`src/rtl/line_buf_pkg.sv`:
```
// line_buf_pkg: shared constants and FSM state type for the line-delay controller
package line_buf_pkg;
  localparam int LB_ADDR_WIDTH = 11;
  localparam int LB_DATA_WIDTH = 9;
  typedef enum logic [1:0] {WAIT_FRAME, FIRST_LINE, LINES} lb_state_e;
endpackage

```
`src/rtl/line_buf_ctrl_sig_edge.sv`:
```
// sig_edge: single-cycle rising or falling edge detector
module sig_edge #(
  parameter bit RISING = 1'b1
) (
  input  logic clk,
  input  logic rst,
  input  logic sig_i,
  output logic hit_o
);
  logic sig_q;
  always_ff @(posedge clk) sig_q <= rst ? 1'b0 : sig_i;
  assign hit_o = RISING ? (sig_i & ~sig_q) : (~sig_i & sig_q);
endmodule

```
`src/rtl/line_buf_ctrl.sv`:
```
// line_buf_ctrl: drives a 1-cycle-latency line RAM and pairs each pixel with the one above it
module line_buf_ctrl import line_buf_pkg::*; #(
  parameter int ADDR_WIDTH = LB_ADDR_WIDTH,
  parameter int DATA_WIDTH = LB_DATA_WIDTH
) (
  input  logic                  clk,
  input  logic                  rst,
  input  logic                  in_vsync,
  input  logic                  in_de,
  input  logic [DATA_WIDTH-1:0] in_data,
  output logic                  ram_wr_en,
  output logic [ADDR_WIDTH-1:0] ram_wr_addr,
  output logic [DATA_WIDTH-1:0] ram_wr_data,
  output logic [ADDR_WIDTH-1:0] ram_rd_addr,
  output logic                  ram_rd_clk_en,
  input  logic [DATA_WIDTH-1:0] ram_rd_data,
  output logic                  out_de,
  output logic [DATA_WIDTH-1:0] out_cur,
  output logic [DATA_WIDTH-1:0] out_prev,
  output logic                  out_prev_vld,
  output logic [ADDR_WIDTH:0]   line_len,
  output logic                  ovf
);
  localparam logic [ADDR_WIDTH:0] COL_MAX = {1'b1, {ADDR_WIDTH{1'b0}}};
  lb_state_e state_q, state_d;
  logic vs_rise, de_fall, accept, ovf_pix, rd_en;
  logic [ADDR_WIDTH:0] col_q, col_d, line_len_q, line_len_d;
  logic wr_en_q, out_de_q, prev_vld_q, ovf_q;
  logic [ADDR_WIDTH-1:0] wr_addr_q;
  logic [DATA_WIDTH-1:0] wr_data_q, cur_q;

  sig_edge #(.RISING(1'b1)) u_vs_edge (.clk(clk), .rst(rst), .sig_i(in_vsync), .hit_o(vs_rise));
  sig_edge #(.RISING(1'b0)) u_de_edge (.clk(clk), .rst(rst), .sig_i(in_de), .hit_o(de_fall));

  // A vsync edge overrides everything: its pixel (if any) is column 0 of the first line
  always_comb begin
    accept = in_de && (vs_rise || state_q != WAIT_FRAME);
    ovf_pix = accept && !vs_rise && col_q == COL_MAX;
    rd_en = accept && !ovf_pix;
    ram_rd_clk_en = rd_en;
    ram_rd_addr = (rd_en && !vs_rise) ? col_q[ADDR_WIDTH-1:0] : '0;
    state_d = vs_rise ? FIRST_LINE : (state_q == FIRST_LINE && de_fall) ? LINES : state_q;
    col_d = vs_rise ? (ADDR_WIDTH+1)'(in_de) :
            (state_q == WAIT_FRAME) ? col_q :
            de_fall ? '0 :
            (accept && col_q != COL_MAX) ? col_q + 1'b1 : col_q;
    line_len_d = (!vs_rise && state_q != WAIT_FRAME && de_fall) ? col_q : line_len_q;
  end

  always_ff @(posedge clk) begin
    if (rst) begin
      state_q    <= WAIT_FRAME;
      col_q      <= '0;
      line_len_q <= '0;
      ovf_q      <= 1'b0;
      wr_en_q    <= 1'b0;
      wr_addr_q  <= '0;
      wr_data_q  <= '0;
      out_de_q   <= 1'b0;
      cur_q      <= '0;
      prev_vld_q <= 1'b0;
    end else begin
      state_q    <= state_d;
      col_q      <= col_d;
      line_len_q <= line_len_d;
      ovf_q      <= !vs_rise && (ovf_q || ovf_pix);
      wr_en_q    <= rd_en;
      wr_addr_q  <= ram_rd_addr;
      wr_data_q  <= in_data;
      out_de_q   <= accept;
      cur_q      <= in_data;
      prev_vld_q <= accept && !vs_rise && state_q == LINES && col_q < line_len_q;
    end
  end

  assign ram_wr_en    = wr_en_q;
  assign ram_wr_addr  = wr_addr_q;
  assign ram_wr_data  = wr_data_q;
  assign out_de       = out_de_q;
  assign out_cur      = cur_q;
  assign out_prev_vld = prev_vld_q;
  assign out_prev     = prev_vld_q ? ram_rd_data : '0;
  assign line_len     = line_len_q;
  assign ovf          = ovf_q;
endmodule

```
`config.mk`:
```
export PLATFORM = sky130hd
export DESIGN_NAME = line_buf_ctrl
export DESIGN_NICKNAME = d
export VERILOG_FILES = /design/src/rtl/line_buf_pkg.sv /design/src/rtl/line_buf_ctrl_sig_edge.sv /design/src/rtl/line_buf_ctrl.sv
export SDC_FILE = /design/constraint.sdc
export NUM_CORES = 1
export LEC_CHECK = 0
export CAP_MARGIN = 15
export CELL_PAD_IN_SITES_DETAIL_PLACEMENT = 0
export CELL_PAD_IN_SITES_GLOBAL_PLACEMENT = 1
export CORE_MARGIN = 2
export CORE_UTILIZATION = 35
export DETAILED_ROUTE_END_ITERATION = 12
export PLACE_DENSITY_LB_ADDON = 0.25
export SYNTH_ARGS = -nofsm -noshare
export SYNTH_HDL_FRONTEND = slang
export SYNTH_SLANG_ARGS = --single-unit
```
`constraint.sdc`:
```
create_clock -name clk -period 3.4 [get_ports clk]
set_clock_uncertainty 0.1 [all_clocks]
set_input_delay 0.68 -clock clk [delete_from_list [all_inputs] [get_ports clk]]
set_output_delay 0.68 -clock clk [all_outputs]
set_load 0.05 [all_outputs]
```
==> results of run 1 <==
## worst min-delay path by stage
stage | end | slack, ps | start
final | ovf | 380 | ovf
after global routing | ovf | 400 | ovf
after CTS | ovf | 380 | ovf
after detailed placement | ovf | 360 | ovf
after global placement | ovf | 360 | ovf
after floorplan | line_len[11] | 360 | col_q[11]
## cell usage after synthesis (5+ instances only)
master / count / area share, %
dfxtp_1: 52 / 41
and2_1: 20 / 5.0
a21oi_1: 19 / 3.8
o21ai_0: 18 / 3.6
nand2_1: 17 / 2.5
inv_1: 16 / 2.4
nor2b_1: 15 / 3.7
clkbuf_1: 14 / 2.1
ha_1: 13 / 6.5
nor2_1: 11 / 1.6
nor3_1: 11 / 2.2
nor4_1: 11 / 2.7
nand3_1: 10 / 2.0
buf_4: 9 / 2.7
a31oi_1: 5 / 1.2
nand4_1: 5 / 1.2
## state kept, by name (all words and copies together) (netlist names)
name             flops
ram_wr_addr         11
u_de_edge.sig_q      1
line_len            12
col_q               12
out_cur              9
u_vs_edge.sig_q      1
out_de               1
state_q              2
out_prev_vld         1
ovf                  1
ram_wr_en            1
## per-layer routing
metal	track usage [%]	vias to the layer above	routed length, microns
met3	5.04	13	495
met2	29.6	98	3280
li1	-	1172	-
met4	7.16	0	116
met1	23.5	1132	3060
met5	0	-	0
## worst max-delay path: stages, from the launching register on
cell and delay (ps):
dfxtp_1 400, inv_1 140, ha_1 150, or4b_4 490, nor3_2 360, nor3_1 170
and2_1 200, buf_4 180
## kinds of logic after synthesis
family | after synthesis | share of synthesized area (%)
and+or+nand+nor | 117 | 26.4
AOI/OAI and AO/OA | 64 | 16.5
DFF | 52 | 41.5
buffers and inverters | 43 | 7.98
adders and majority gates | 13 | 6.48
muxes | 3 | 1.20
## final cells by class
type	instances	area (sq um)
clock inverters	1	30.0
repair buffers	101	1030
multi-input cells	197	1270
fillers	657	3250
well taps	96	120
flip-flops and latches	52	1040
inverters	16	60.1
clock buffers	5	68.8
## report_power, final
group          internal (mW)  switching [mW]
clock                  0.212           0.203
sequential             0.619         0.00597
combinational         0.0690           0.106
## stage by stage
step                worst slack [ps]  total power [mW]  util, %  instance area (sq um)  hold slack (ps)
floorplan                       -292             0.747        -                   2510              360
global placement                 326             0.815     51.3                   3520              365
detailed placement               294             0.815     51.3                   3520              356
CTS                              219              1.22     52.7                   3620              383
global route                    59.9              1.26     52.7                   3620              404
finish                           224              1.21     52.7                   3620              379
## layout by cell type (no fill, tap or decap), types with 10 or more instances in the layout
cell              n
nand3_1          10
ha_1             13
inv_1            16
nor3_1           11
buf_4            19
and2_1           20
nor2_1           11
nor2b_1          15
nand2_1          17
o21ai_0          18
clkdlybuf4s50_1  75
a21oi_1          19
dfxtp_1          52
nor4_1           11
==> flow_summary.json, run 1 <==
{
  "cts_sinks": 52,
  "status": "completed",
  "die_width_microns": 88.7,
  "port_buffers": 87,
  "timing.fmax_ghz": 0.315,
  "stdcell_count": 468,
  "numCtsBuffers": 5,
  "diodes": 0,
  "drcViolationCount": 0,
  "layout-drive-gt1-share_pct": 10.5,
  "cts_setup_buffers": 0,
  "wire_per_inst_microns": 14.8,
  "async_reset_ff_share_pct": 0,
  "synth-main-ff-cell": "dfxtp_1",
  "cp-startpoint": "col_q[1]",
  "arrival_ps": 2400,
  "num_vias": 2415,
  "final-setup-viol-count": 0,
  "min_period_ps": 3180,
  "rows": 30,
  "syn_to_final_growth_pct": 44.3,
  "start_util_pct": 36.5,
  "worst_r2r_startpoint": "col_q[1]",
  "placed_cells": 462,
  "die_y_microns": 88.7,
  "yosysUniqueCellTypes": 45,
  "slew_headroom_pct": 48.5,
  "ios": 88,
  "hp-class": "reg2reg",
  "ant_nets": 0,
  "antenna_found_initial": 0,
  "clock_latency_ps": 310,
  "clock_path_buffers": 2,
  "endpoint": "ram_rd_addr[4]",
  "critPathRequiredTime_ps": 2620,
  "cts_root_buffer": "clkbuf_8",
  "cap_violations": 0,
  "final_hold_viol_count": 0,
  "worstSetupPathType": "reg2out",
  "min_period_over_period_pct": 93.4,
  "viasPerCell": 5.16,
  "h-tree-depth": 2,
  "cellPowerDensity_nw_per_um2": 335,
  "cts_hold_buf": 0,
  "holdPathStages": 2,
  "place.gp.congestion": 0.840,
  "drtIter0Drc": 131,
  "critPathCaptureType": "primary output",
  "die_area_sq_um": 7860,
  "routed_wl_microns": 6950,
  "core-area_sq_um": 6870,
  "p_leak_nw": 1.33,
  "synthesis.area_sq_um": 2510,
  "reg2reg_slack_ps": 1140,
  "syn_nets": 327,
  "grtUsageTotal_pct": 18.4,
  "r2r_cells": 6,
  "grt.overflow.total": 0,
  "synthCells": 292,
  "cts_resized": 0,
  "synth_area_per_cell_sq_um": 8.60,
  "rsz0062_at_grt": "false",
  "ys_warn_count": 0,
  "tns_ps": 0,
  "worstMarginPinSlew_ps": 767,
  "final-max-slew-violation-count": 0,
  "r2r_end": "col_q[0]",
  "synth_edf_count": 0,
  "yosys_register_bits": 52,
  "finish.net_count": 408,
  "dpl.hpwl_microns": 5130,
  "tritoncts": "done",
  "cp_max_fo": 7,
  "vdd_drop_max_v": 0.000223,
  "grt_max_degree": 20,
  "yosysSeqAreaShare_pct": 41.5,
  "path_clk_slew_ps": 90,
  "grt_pass1_wl_microns": 11400,
  "drt_first_pass_iters": 4,
  "critPathLaunchType": "flop",
  "grt_pass1_vias": 2325
}
(Power assumes the default switching activity.)
==> inputs of run 2 (changes only) <==
- CORE_ASPECT_RATIO: default -> 1.25
==> flow_summary.json, run 2 (same netlist as run 1, synthesis figures left out) <==
{
  "status": "completed",
  "fin_ws_ps": 288,
  "start_util_pct": 36.0,
  "rows": 34,
  "clock_latency_ps": 310,
  "die_y_microns": 98.7,
  "min_period_ps": 3110,
  "timing.fmax_ghz": 0.321,
  "viasPerCell": 5.21,
  "layout_common_cells": "clkdlybuf4s50_1 (75), dfxtp_1 (52), and2_1 (20), buf_4 (20), a21oi_1 (19)",
  "cts_sinks": 52,
  "core-area_sq_um": 6980,
  "postPlaceCellArea_sq_um": 3520,
  "finalPower_mw": 1.23,
  "critPathCaptureType": "primary output",
  "critPathRequiredTime_ps": 2620,
  "post-place-ws_ps": 423,
  "reg2reg_slack_ps": 1120,
  "hp-class": "reg2reg",
  "ant_nets": 0,
  "num_vias": 2424,
  "clock_path_buffers": 2,
  "drtIter0Drc": 104,
  "cts_hold_buf": 0,
  "p_leak_nw": 1.33,
  "slew_headroom_pct": 48.5,
  "min_period_over_period_pct": 91.5,
  "hold_ws_ps": 375,
  "cp_max_fo": 12,
  "grtUsageTotal_pct": 18.3,
  "finish.net_count": 409,
  "worstMarginPinSlew_ps": 767,
  "layout-drive-gt1-share_pct": 10.9,
  "path_clk_slew_ps": 90,
  "met3_usage_pct": 3.75,
  "syn_to_final_growth_pct": 44.7,
  "place.gp.congestion": 0.859,
  "port_buffers": 87,
  "grt_pass1_vias": 2370,
  "final_common_cell": "clkdlybuf4s50_1",
  "cts_resized": 0,
  "cellPowerDensity_nw_per_um2": 338,
  "wire_per_inst_microns": 14.9,
  "drcViolationCount": 0,
  "stdcell_count": 465,
  "antenna_found_initial": 0,
  "met1_usage_pct": 21.5,
  "final_hold_viol_count": 0,
  "cts_root_buffer": "clkbuf_8",
  "die_width_microns": 79.7,
  "numCtsBuffers": 5,
  "grt_max_degree": 29,
  "ios": 88,
  "finalCoreUtilization_pct": 52.0,
  "final_area_sq_um": 3630,
  "grt_pass1_wl_microns": 11400,
  "tritoncts": "done",
  "tns_ps": 0,
  "arrival_ps": 2330,
  "placed_cells": 457,
  "worstSetupPathType": "reg2out",
  "h-tree-depth": 2,
  "diodes": 0,
  "routed_wl_microns": 6940,
  "grtUsageMet2_pct": 32.2,
  "critPathLaunchType": "flop",
  "drt_first_pass_iters": 4,
  "final-max-slew-violation-count": 0,
  "rsz0062_at_grt": "false",
  "cts_setup_buffers": 0,
  "busiest_layer": "met2",
  "dpl.hpwl_microns": 5060,
  "die_area_sq_um": 7870,
  "cap_violations": 0,
  "vdd_drop_max_v": 0.000250,
  "grt.overflow.total": 0,
  "final-setup-viol-count": 0
}
-- run 2: cell count changes in the layout (fill, tap and decap cells not counted) --
cell	change
clkinv_2	+1
buf_4	+1
clkbuf_1	+1
-- run 2: final timing paths --
kind             from            end  cells after the start
max          col_q[1]  ram_rd_clk_en                      7
min               ovf            ovf                      2
max reg2reg  col_q[1]      ram_wr_en                      5
min reg2reg       ovf            ovf                      2
-- run 2: layout make-up --
type	instances	area (sq um)
sequential	52	1040
tap	90	113
clock inverter	2	35.0
fill	687	3350
clock buffer	6	72.6
inverter	16	60.1
timing repair buffer	102	1040
multi-input combinational	197	1270
-- run 2: report_power, final --
part	internal (mW)	switching, mW
combinational	0.0715	0.106
sequential	0.620	0.00612
clock	0.219	0.206
-- run 2: layer usage --
layer  up-vias  part of all wire, %  routed length [microns]
li1       1190                    -                        -
met1      1139                   41                     2850
met2        86                   50                     3510
met3         9                  6.8                      473
met4         0                  1.6                      110
met5         -                    0                        0
-- run 2: worst max-delay path: stages, from the launching register on --
cell and delay (ps):
dfxtp_1 420, inv_1 140, ha_1 150, or4b_4 500, nor3_2 300, buf_4 240, o21ai_1 110, buf_12 160
==> inputs of run 3 (changes only) <==
- CORE_MARGIN: 2 -> default
==> flow_summary.json, run 3 (same netlist as run 1, synthesis figures left out) <==
{
  "tritoncts": "done",
  "hp-class": "reg2reg",
  "cp_top_family": "buffers and inverters",
  "final_common_cell": "clkdlybuf4s50_1",
  "core-area_sq_um": 6930,
  "viasPerCell": 5.13,
  "critPathRequiredTime_ps": 2620,
  "die_area_sq_um": 7520,
  "numCtsBuffers": 5,
  "drcViolationCount": 0,
  "grt_max_degree": 17,
  "min_period_over_period_pct": 93.9,
  "cts_hold_buf": 0,
  "cellPowerDensity_nw_per_um2": 317,
  "ant_nets": 0,
  "ios": 88,
  "fillCellCount": 653,
  "clock_path_buffers": 2,
  "drtIter0Drc": 91,
  "slowest_delay_ps": 500,
  "grtUsageTotal_pct": 18.9,
  "timing.fmax_ghz": 0.313,
  "layout_common_cells": "clkdlybuf4s50_1 (75), dfxtp_1 (52), and2_1 (20)",
  "start_util_pct": 36.2,
  "wire_per_inst_microns": 14.8,
  "grt.overflow.total": 0,
  "final-max-slew-violation-count": 0,
  "worstMarginPinSlew_ps": 791,
  "rows": 34,
  "p_leak_nw": 1.31,
  "num_vias": 2373,
  "antenna_found_initial": 0,
  "final-setup-viol-count": 0,
  "syn_to_final_growth_pct": 43.3,
  "min_period_ps": 3190,
  "placed_cells": 456,
  "routed_wl_microns": 6870,
  "worstSetupPathType": "in2out",
  "m1WireLength_microns": 2930,
  "grt_pass1_wl_microns": 11300,
  "worstPathCellList": "clkdlybuf4s50_1 -> o21ai_1 -> buf_4 -> nor4_1 -> buf_12",
  "wl_met2_microns": 3360,
  "drt_first_pass_iters": 4,
  "cts_resized": 0,
  "diodes": 0,
  "cap_violations": 0,
  "vdd_drop_max_v": 0.000183,
  "maxUsedRoutingLayer": "met4",
  "die_width_microns": 77.7,
  "place.gp.congestion": 0.821,
  "cts_root_buffer": "clkbuf_8",
  "crit_buf_inv": 3,
  "met3_wirelength_microns": 477,
  "port_buffers": 87,
  "status": "completed",
  "h-tree-depth": 2,
  "final_hold_viol_count": 0,
  "arrival_ps": 2410,
  "stdcell_count": 463,
  "cts_sinks": 52,
  "critPathCaptureType": "primary output",
  "rsz0062_at_grt": "false",
  "clock_latency_ps": 300,
  "grt_pass1_vias": 2301,
  "critPathLaunchType": "primary input",
  "cpMaxStageDelayCell": "nor4_1",
  "finish.net_count": 408,
  "path_clk_slew_ps": 90,
  "layout-drive-gt1-share_pct": 10.7,
  "cts_setup_buffers": 0,
  "slew_headroom_pct": 46.9,
  "dpl.hpwl_microns": 4930,
  "cp_max_fo": 12,
  "die_y_microns": 96.7,
  "tns_ps": 0
}
## run 3: cell count changes in the layout (fill, tap and decap cells not counted), sizes merged
cell / previous run / this run
buf: 27 / 26
bufinv: 1 / 0
clkbuf: 6 / 5
clkinvlp: 0 / 1
## run 3: cell type report
type / instances / area [sq um] / area share, %
clock inverters: 2 / 12.5 / 0.348
inverters: 16 / 60.1 / 1.67
well taps: 90 / 113 / 3.13
multi-input cells: 197 / 1270 / 35.3
clock buffers: 5 / 68.8 / 1.91
flip-flops and latches: 52 / 1040 / 28.9
repair buffers: 101 / 1030 / 28.7
## run 3: worst reg2reg max path, stage by stage, from the launching register on
cell and delay, ps:
dfxtp_1 410, inv_1 160, ha_1 150, or4b_4 490
a2111oi_4 530, o21ai_2 130, a311oi_2 240
## run 3: layer usage
layer  vias up  global-route usage (%)
met4         0                    6.82
met5         -                       0
met2        92                    33.3
li1       1175                       -
met1      1098                    22.8
met3         8                    3.21
## run 3: path summary, 6_finish.rpt
| path | start | to | slack, ps | cells past startpoint |
|---|---|---|---|---|
| setup reg to reg | col_q[0] | col_q[0] | 1110 | 6 |
| hold reg to reg | ovf | ovf | 380 | 2 |
| setup / recovery | in_de | ram_rd_addr[9] | 210 | 5 |
| hold / removal | ovf | ovf | 380 | 2 |
## run 3: metrics by stage
step / instance area, sq um / total power [mW] / hold slack, ps / utilization (%) / setup slack (ps)
4_1_cts: 3600 / 1.16 / 395 / 51.9 / 201
3_3_place_gp: 3520 / 0.815 / 365 / 50.7 / 271
3_5_place_dp: 3520 / 0.816 / 372 / 50.7 / 225
5_1_grt: 3600 / 1.19 / 429 / 51.9 / 106
2_1_floorplan: 2510 / 0.747 / 360 / - / -292
6_report: 3600 / 1.14 / 383 / 51.9 / 207
## run 3: power by group
part | total (mW) | switching (mW) | internal, mW
Combinational | 0.174 | 0.104 | 0.0700
Clock | 0.340 | 0.200 | 0.140
Sequential | 0.628 | 0.00832 | 0.620
Total | 1.14 | 0.312 | 0.829
==> RTL edit 1: new RTL, flow settings as in run 2 <==
Register the output `out_prev`; this adds one clock of latency there. The other outputs are not delayed to match.
--- a/src/rtl/line_buf_ctrl.sv
+++ b/src/rtl/line_buf_ctrl.sv
@@ -80,5 +80,7 @@
   assign out_cur      = cur_q;
   assign out_prev_vld = prev_vld_q;
-  assign out_prev     = prev_vld_q ? ram_rd_data : '0;
+  always_ff @(posedge clk) begin
+    out_prev <= prev_vld_q ? ram_rd_data : '0;
+  end
   assign line_len     = line_len_q;
   assign ovf          = ovf_q;
Formal check against the unedited RTL: not equivalent (a bounded check fails within 4 cycles, from zero or initial values and one cycle with rst high).
==> RTL edit 1 against run 2 <==
  * Sequential share of layout area up 3.3 points
  * Largest cell class is now sequential cells
  * Sequential cell count increased by 9
  * Routed wire length is 0.75% lower
  * Final cell count is 2.4% higher
  * Die area grew 4.7%
  * Clock power is 29% higher
  * Synthesized cell count rose by 2.4%
  * Total power is 17% higher
  * Hold slack lost 5.5 ps
  * Worst setup slack better by 120 ps
  * Final area is 5.2% higher
  * Count of clock-buffer cells in the layout increased by 5
  * Area after synthesis up 4.9%
==> RTL edit 1: results (changes against run 2) <==
Parameter                              Value

Clock network
  Clock buffer count from CTS    9 (was 5)
  CTS H-tree lvls    3 (was 2)
  Clock slew seen by the registers of the worst setup and hold paths    70 ps (was 90 ps)
  Worst-skew pair later-pin latency    340 ps (was 310 ps)

Place
  Last weighted congestion value of the routability-driven placer    0.890 (was 0.859)
  Total cell area at the placement stage    3650 sq um (was 3520 sq um)
  Post-Place Cells    461 (was 457)
  Worst slack at placement    619 ps (was 423 ps)
  Half-perimeter wire length after detailed placement    5.03 mm (was 5.06 mm)

Synth
  Mux cell area share after synthesis    0.00428 (was 0.0120)
  Fraction of the mapped netlist area in compound gates    0.130 (was 0.165)
  Avg Cell Area, Syn    8.80 sq um (was 8.60 sq um)
  Ranking of synthesized cells by area    sky130_fd_sc_hd__dfxtp_1 46%, sky130_fd_sc_hd__ha_1 6.2%, sky130_fd_sc_hd__and2_1 4.5% (was sky130_fd_sc_hd__dfxtp_1 41%, sky130_fd_sc_hd__ha_1 6.5%, sky130_fd_sc_hd__and2_1 5.0%)
  Commonest cells in the netlist    61 x sky130_fd_sc_hd__dfxtp_1, 31 x sky130_fd_sc_hd__nand2_1, 21 x sky130_fd_sc_hd__a21oi_1 (was 52 x sky130_fd_sc_hd__dfxtp_1, 20 x sky130_fd_sc_hd__and2_1, 19 x sky130_fd_sc_hd__a21oi_1)
  Synth Net Count    334 (was 327)
  Post-synthesis share of cell area spent on full adders, half adders and majority gates    0.0618 (was 0.0648)
  Xor/xnor cell area share of the yosys netlist    0 (unchanged)
  Proportion of synthesized chip area in sequential cells    0.464 (was 0.415)
  Distinct cell type count of the synthesized netlist    40 (was 45)

Timing
  Max-slew headroom at the worst pin    0.637 (was 0.485)

Worst setup path
  Data arrival time of the critical path    2220 ps (was 2330 ps)
  Slowest CP cell    sky130_fd_sc_hd__dfxtp_1 (was sky130_fd_sc_hd__or4b_4)
  Critical Path Max Stage Delay    440 ps (was 500 ps)

Cells and area
  Inserted Diodes    0 (unchanged)
  Final layout net count    415 (was 409)
  Fraction of layout instances using a drive strength above 1    0.104 (was 0.109)

GRT
  Largest net degree at the start of global routing    28 (was 29)
  Global-route wire length before repair    11.4 mm (about the same)
  Global router's overall resource usage    0.182 (was 0.183)
  Vias in the first global route    2306 (was 2370)

Status
  Status    finished, final reports clean (unchanged)

Pwr
  Peak ir drop on the vdd network    0.000220 V (was 0.000250 V)
  Static leakage    1.43 nW (was 1.33 nW)

Detailed routing
  DRC marker count from the first detailed-route iteration    90 (was 104)
  Total number of vias    2394 (was 2424)
  Average vias per placed instance    5.03 (was 5.21)
  Total wirelength of the detailed-routed design    6.89 mm (was 6.94 mm)
-- RTL edit 1: changes by cell type after synthesis, sizes merged, moves of 2 or more --
cell / change
o211ai: +2
buf: +5
nand3: -2
mux2i: -3
or3: -2
a32o: +2
o21ai: -12
nor2b: -3
clkbuf: -5
and3: +7
dfxtp: +9
nor4: -5
nand2: +14
a21oi: +2
-- RTL edit 1: path summary, 6_finish.rpt --
check / depth (start not counted) / slack (ps) / start / end
setup / recovery: 5 / 400 / col_q[3]$_SDFFE_PP0P_ / ram_rd_clk_en
hold / removal: 2 / 370 / line_len[9]$_SDFFE_PP0P_ / line_len[9]$_SDFFE_PP0P_
setup reg to reg: 5 / 1360 / col_q[3]$_SDFFE_PP0P_ / ram_wr_en$_SDFF_PP0_
hold reg to reg: 2 / 370 / line_len[9]$_SDFFE_PP0P_ / line_len[9]$_SDFFE_PP0P_
-- RTL edit 1: cell families (layout without fill, tap and decap cells) --
family                   Yosys count  count (layout)
flip-flops                        61              61
multiplexers                       1               1
AO/OA/AOI/OAI                     55              55
AND/OR/NAND/NOR                  125             125
buffers and inverters             44             129
adder cells (fa/ha/maj)           13              13
-- RTL edit 1: layer usage --
layer	routed length, microns	GRT usage	vias up
met4	195	0.0987	0
li1	-	-	1185
met5	0	0	-
met3	416	0.0394	15
met2	3400	0.297	81
met1	2880	0.221	1113
-- RTL edit 1: cell type report --
class | instances | area [sq um]
clock buffers | 11 | 141
clock inverters | 4 | 25.0
fillers | 698 | 3490
inverters | 17 | 63.8
multi-input cells | 194 | 1200
flip-flops and latches | 61 | 1220
well taps | 92 | 115
repair buffers | 97 | 1050
-- RTL edit 1: where the power goes --
part	switching (mW)	total [mW]	internal (mW)
registers	0.00654	0.732	0.725
clock network	0.270	0.547	0.277
logic	0.0968	0.158	0.0610
total	0.373	1.44	1.06
==> RTL edit 2: new RTL, config.mk and constraints of run 2 <==
Made on the original files. Set the package constant `LB_DATA_WIDTH` to 10 (it was 9).
--- a/src/rtl/line_buf_pkg.sv
+++ b/src/rtl/line_buf_pkg.sv
@@ -2,5 +2,5 @@
 package line_buf_pkg;
   localparam int LB_ADDR_WIDTH = 11;
-  localparam int LB_DATA_WIDTH = 9;
+  localparam int LB_DATA_WIDTH = 10;
   typedef enum logic [1:0] {WAIT_FRAME, FIRST_LINE, LINES} lb_state_e;
 endpackage
Interface: changed (5 resized); port bits go from 88 to 93. No check against the original RTL was run, so the function may have changed too.
==> RTL edit 2 against run 2 <==
  * Area after synthesis rose by 0.90%
  * Sequential cell count is 1 higher
  * Total power up 6.7%
  * Routed wire length fell by 10%
  * Critical path depth decreased by 2
  * Final area increased by 4.3%
  * Synthesized cell count fell by 6.8%
  * Worst setup slack better by 20 ps
  * Critical endpoint is now ram_rd_addr[4]
==> RTL edit 2: results (changes against run 2) <==
Parameter                              Value

Status
  Status    finished, final reports clean (unchanged)

Worst setup path
  Endpoint of the worst register-to-register path    col_q[5]$_SDFFE_PP0P_ (was ram_wr_en$_SDFF_PP0_)
  Critical Path Max Stage Delay    490 ps
  Register-to-Register Setup Slack    1280 ps (was 1120 ps)
  Critical-path maximum fanout    8 (was 12)
  Worst setup path end    ram_rd_addr[4] (was ram_rd_clk_en)
  Startpoint of the worst setup timing path    in_de (was col_q[1]$_SDFFE_PP0P_)
  Slowest CP cell    sky130_fd_sc_hd__clkdlybuf4s50_1 (was sky130_fd_sc_hd__or4b_4)
  Data arrival time of the critical path    2310 ps (was 2330 ps)
  Reg2Reg Depth    6 (was 5)

Place
  Number of port buffers    92 (was 87)
  Last weighted congestion value of the routability-driven placer    0.810 (was 0.859)
  Total cell area at the placement stage    3650 sq um (was 3520 sq um)
  Half-perimeter wire length after detailed placement    4.84 mm (was 5.06 mm)

Hold path
  Hold Crit Endpoint    ovf$_SDFF_PP0_ (unchanged)
  Hold WC Path Type    reg2reg (unchanged)
  Hold_sp    ovf$_SDFF_PP0_ (unchanged)

Detailed routing
  DRC marker count from the first detailed-route iteration    124 (was 104)
  Total number of vias    2207 (was 2424)
  Avg WL per Cell    13.7 microns (was 14.9 microns)

Clock network
  Post-CTS setup buffer count    0 (unchanged)
  CTS H-tree lvls    2 (unchanged)
  Clock Path Buffers    2 (unchanged)
  Post-CTS resize count    0 (unchanged)

GRT
  Global router's overall resource usage    0.163 (was 0.183)
  Vias in the first global route    2087 (was 2370)
  Global-route wire length before repair    10.3 mm (was 11.4 mm)
  Initial antenna violation count    0 (unchanged)
  Largest net degree at the start of global routing    18 (was 29)

Pwr
  Static leakage    1.46 nW (was 1.33 nW)
  Peak ir drop on the vdd network    0.000180 V (was 0.000250 V)

Synth
  Synth Net Count    309 (was 327)
  Proportion of synthesized chip area in sequential cells    0.419 (was 0.415)
  Commonest cells in the netlist    53 x sky130_fd_sc_hd__dfxtp_1, 29 x sky130_fd_sc_hd__and2_1, 21 x sky130_fd_sc_hd__nor2_1 (was 52 x sky130_fd_sc_hd__dfxtp_1, 20 x sky130_fd_sc_hd__and2_1, 19 x sky130_fd_sc_hd__a21oi_1)
  Asr flop ratio synth    0 (unchanged)
  Ranking of synthesized cells by area    sky130_fd_sc_hd__dfxtp_1 42%, sky130_fd_sc_hd__and2_1 7.2%, sky130_fd_sc_hd__ha_1 6.4% (was sky130_fd_sc_hd__dfxtp_1 41%, sky130_fd_sc_hd__ha_1 6.5%, sky130_fd_sc_hd__and2_1 5.0%)

Cells and area
  Inserted Diodes    0 (unchanged)
  Fraction of layout instances using a drive strength above 1    0.126 (was 0.109)
  Final layout net count    401 (was 409)

Timing
  Transition time at the pin with the least slew margin    786 ps (was 767 ps)
## RTL edit 2: cell families (layout without fill, tap and decap cells)
group,Yosys count,after routing,share of synthesized area
adder cells (fa/ha/maj),13,13,0.0642
AND/OR/NAND/NOR,116,116,0.275
multiplexers,14,14,0.0558
AO/OA/AOI/OAI,41,41,0.110
buffers and inverters,35,128,0.0766
flip-flops,53,53,0.419
## RTL edit 2: stage by stage
stage | hold WS (ps) | cells | worst slack (ps) | total power, mW | setup TNS (ps)
floorplan | 376 | 272 | -91.3 | 0.763 | -183
global placement | 360 | 447 | 349 | 0.832 | 0
detailed placement | 375 | 447 | 325 | 0.834 | 0
CTS | 399 | 455 | 311 | 1.33 | 0
global route | 423 | 455 | 208 | 1.36 | 0
finish | 395 | 455 | 307 | 1.31 | 0
## RTL edit 2: power breakdown
group          switching [mW]  internal, mW  leakage, nW
Clock                   0.200         0.292       0.0681
Sequential            0.00684         0.632        0.431
Combinational           0.105        0.0753        0.964
## RTL edit 2: worst min-delay path: stages (launching register included)
cell and delay (ps):
sky130_fd_sc_hd__dfxtp_1 340, sky130_fd_sc_hd__a21oi_1 40, sky130_fd_sc_hd__nor2_1 70
## RTL edit 2: per-layer routing
| layer | global-route usage | wire length [microns] | share of wire |
|---|---|---|---|
| met5 | 0 | 0 | 0 |
| met4 | 0.0548 | 57 | 0.0091 |
| met3 | 0.0272 | 352 | 0.056 |
| met2 | 0.277 | 3250 | 0.52 |
| met1 | 0.207 | 2570 | 0.41 |
## RTL edit 2: area by class of cell
class | count | area (sq um)
multi-input cells | 184 | 1280
clock buffers | 5 | 68.8
well taps | 90 | 113
clock inverters | 3 | 65.1
fillers | 675 | 3190
flip-flops and latches | 53 | 1060
inverters | 13 | 48.8
repair buffers | 107 | 1150
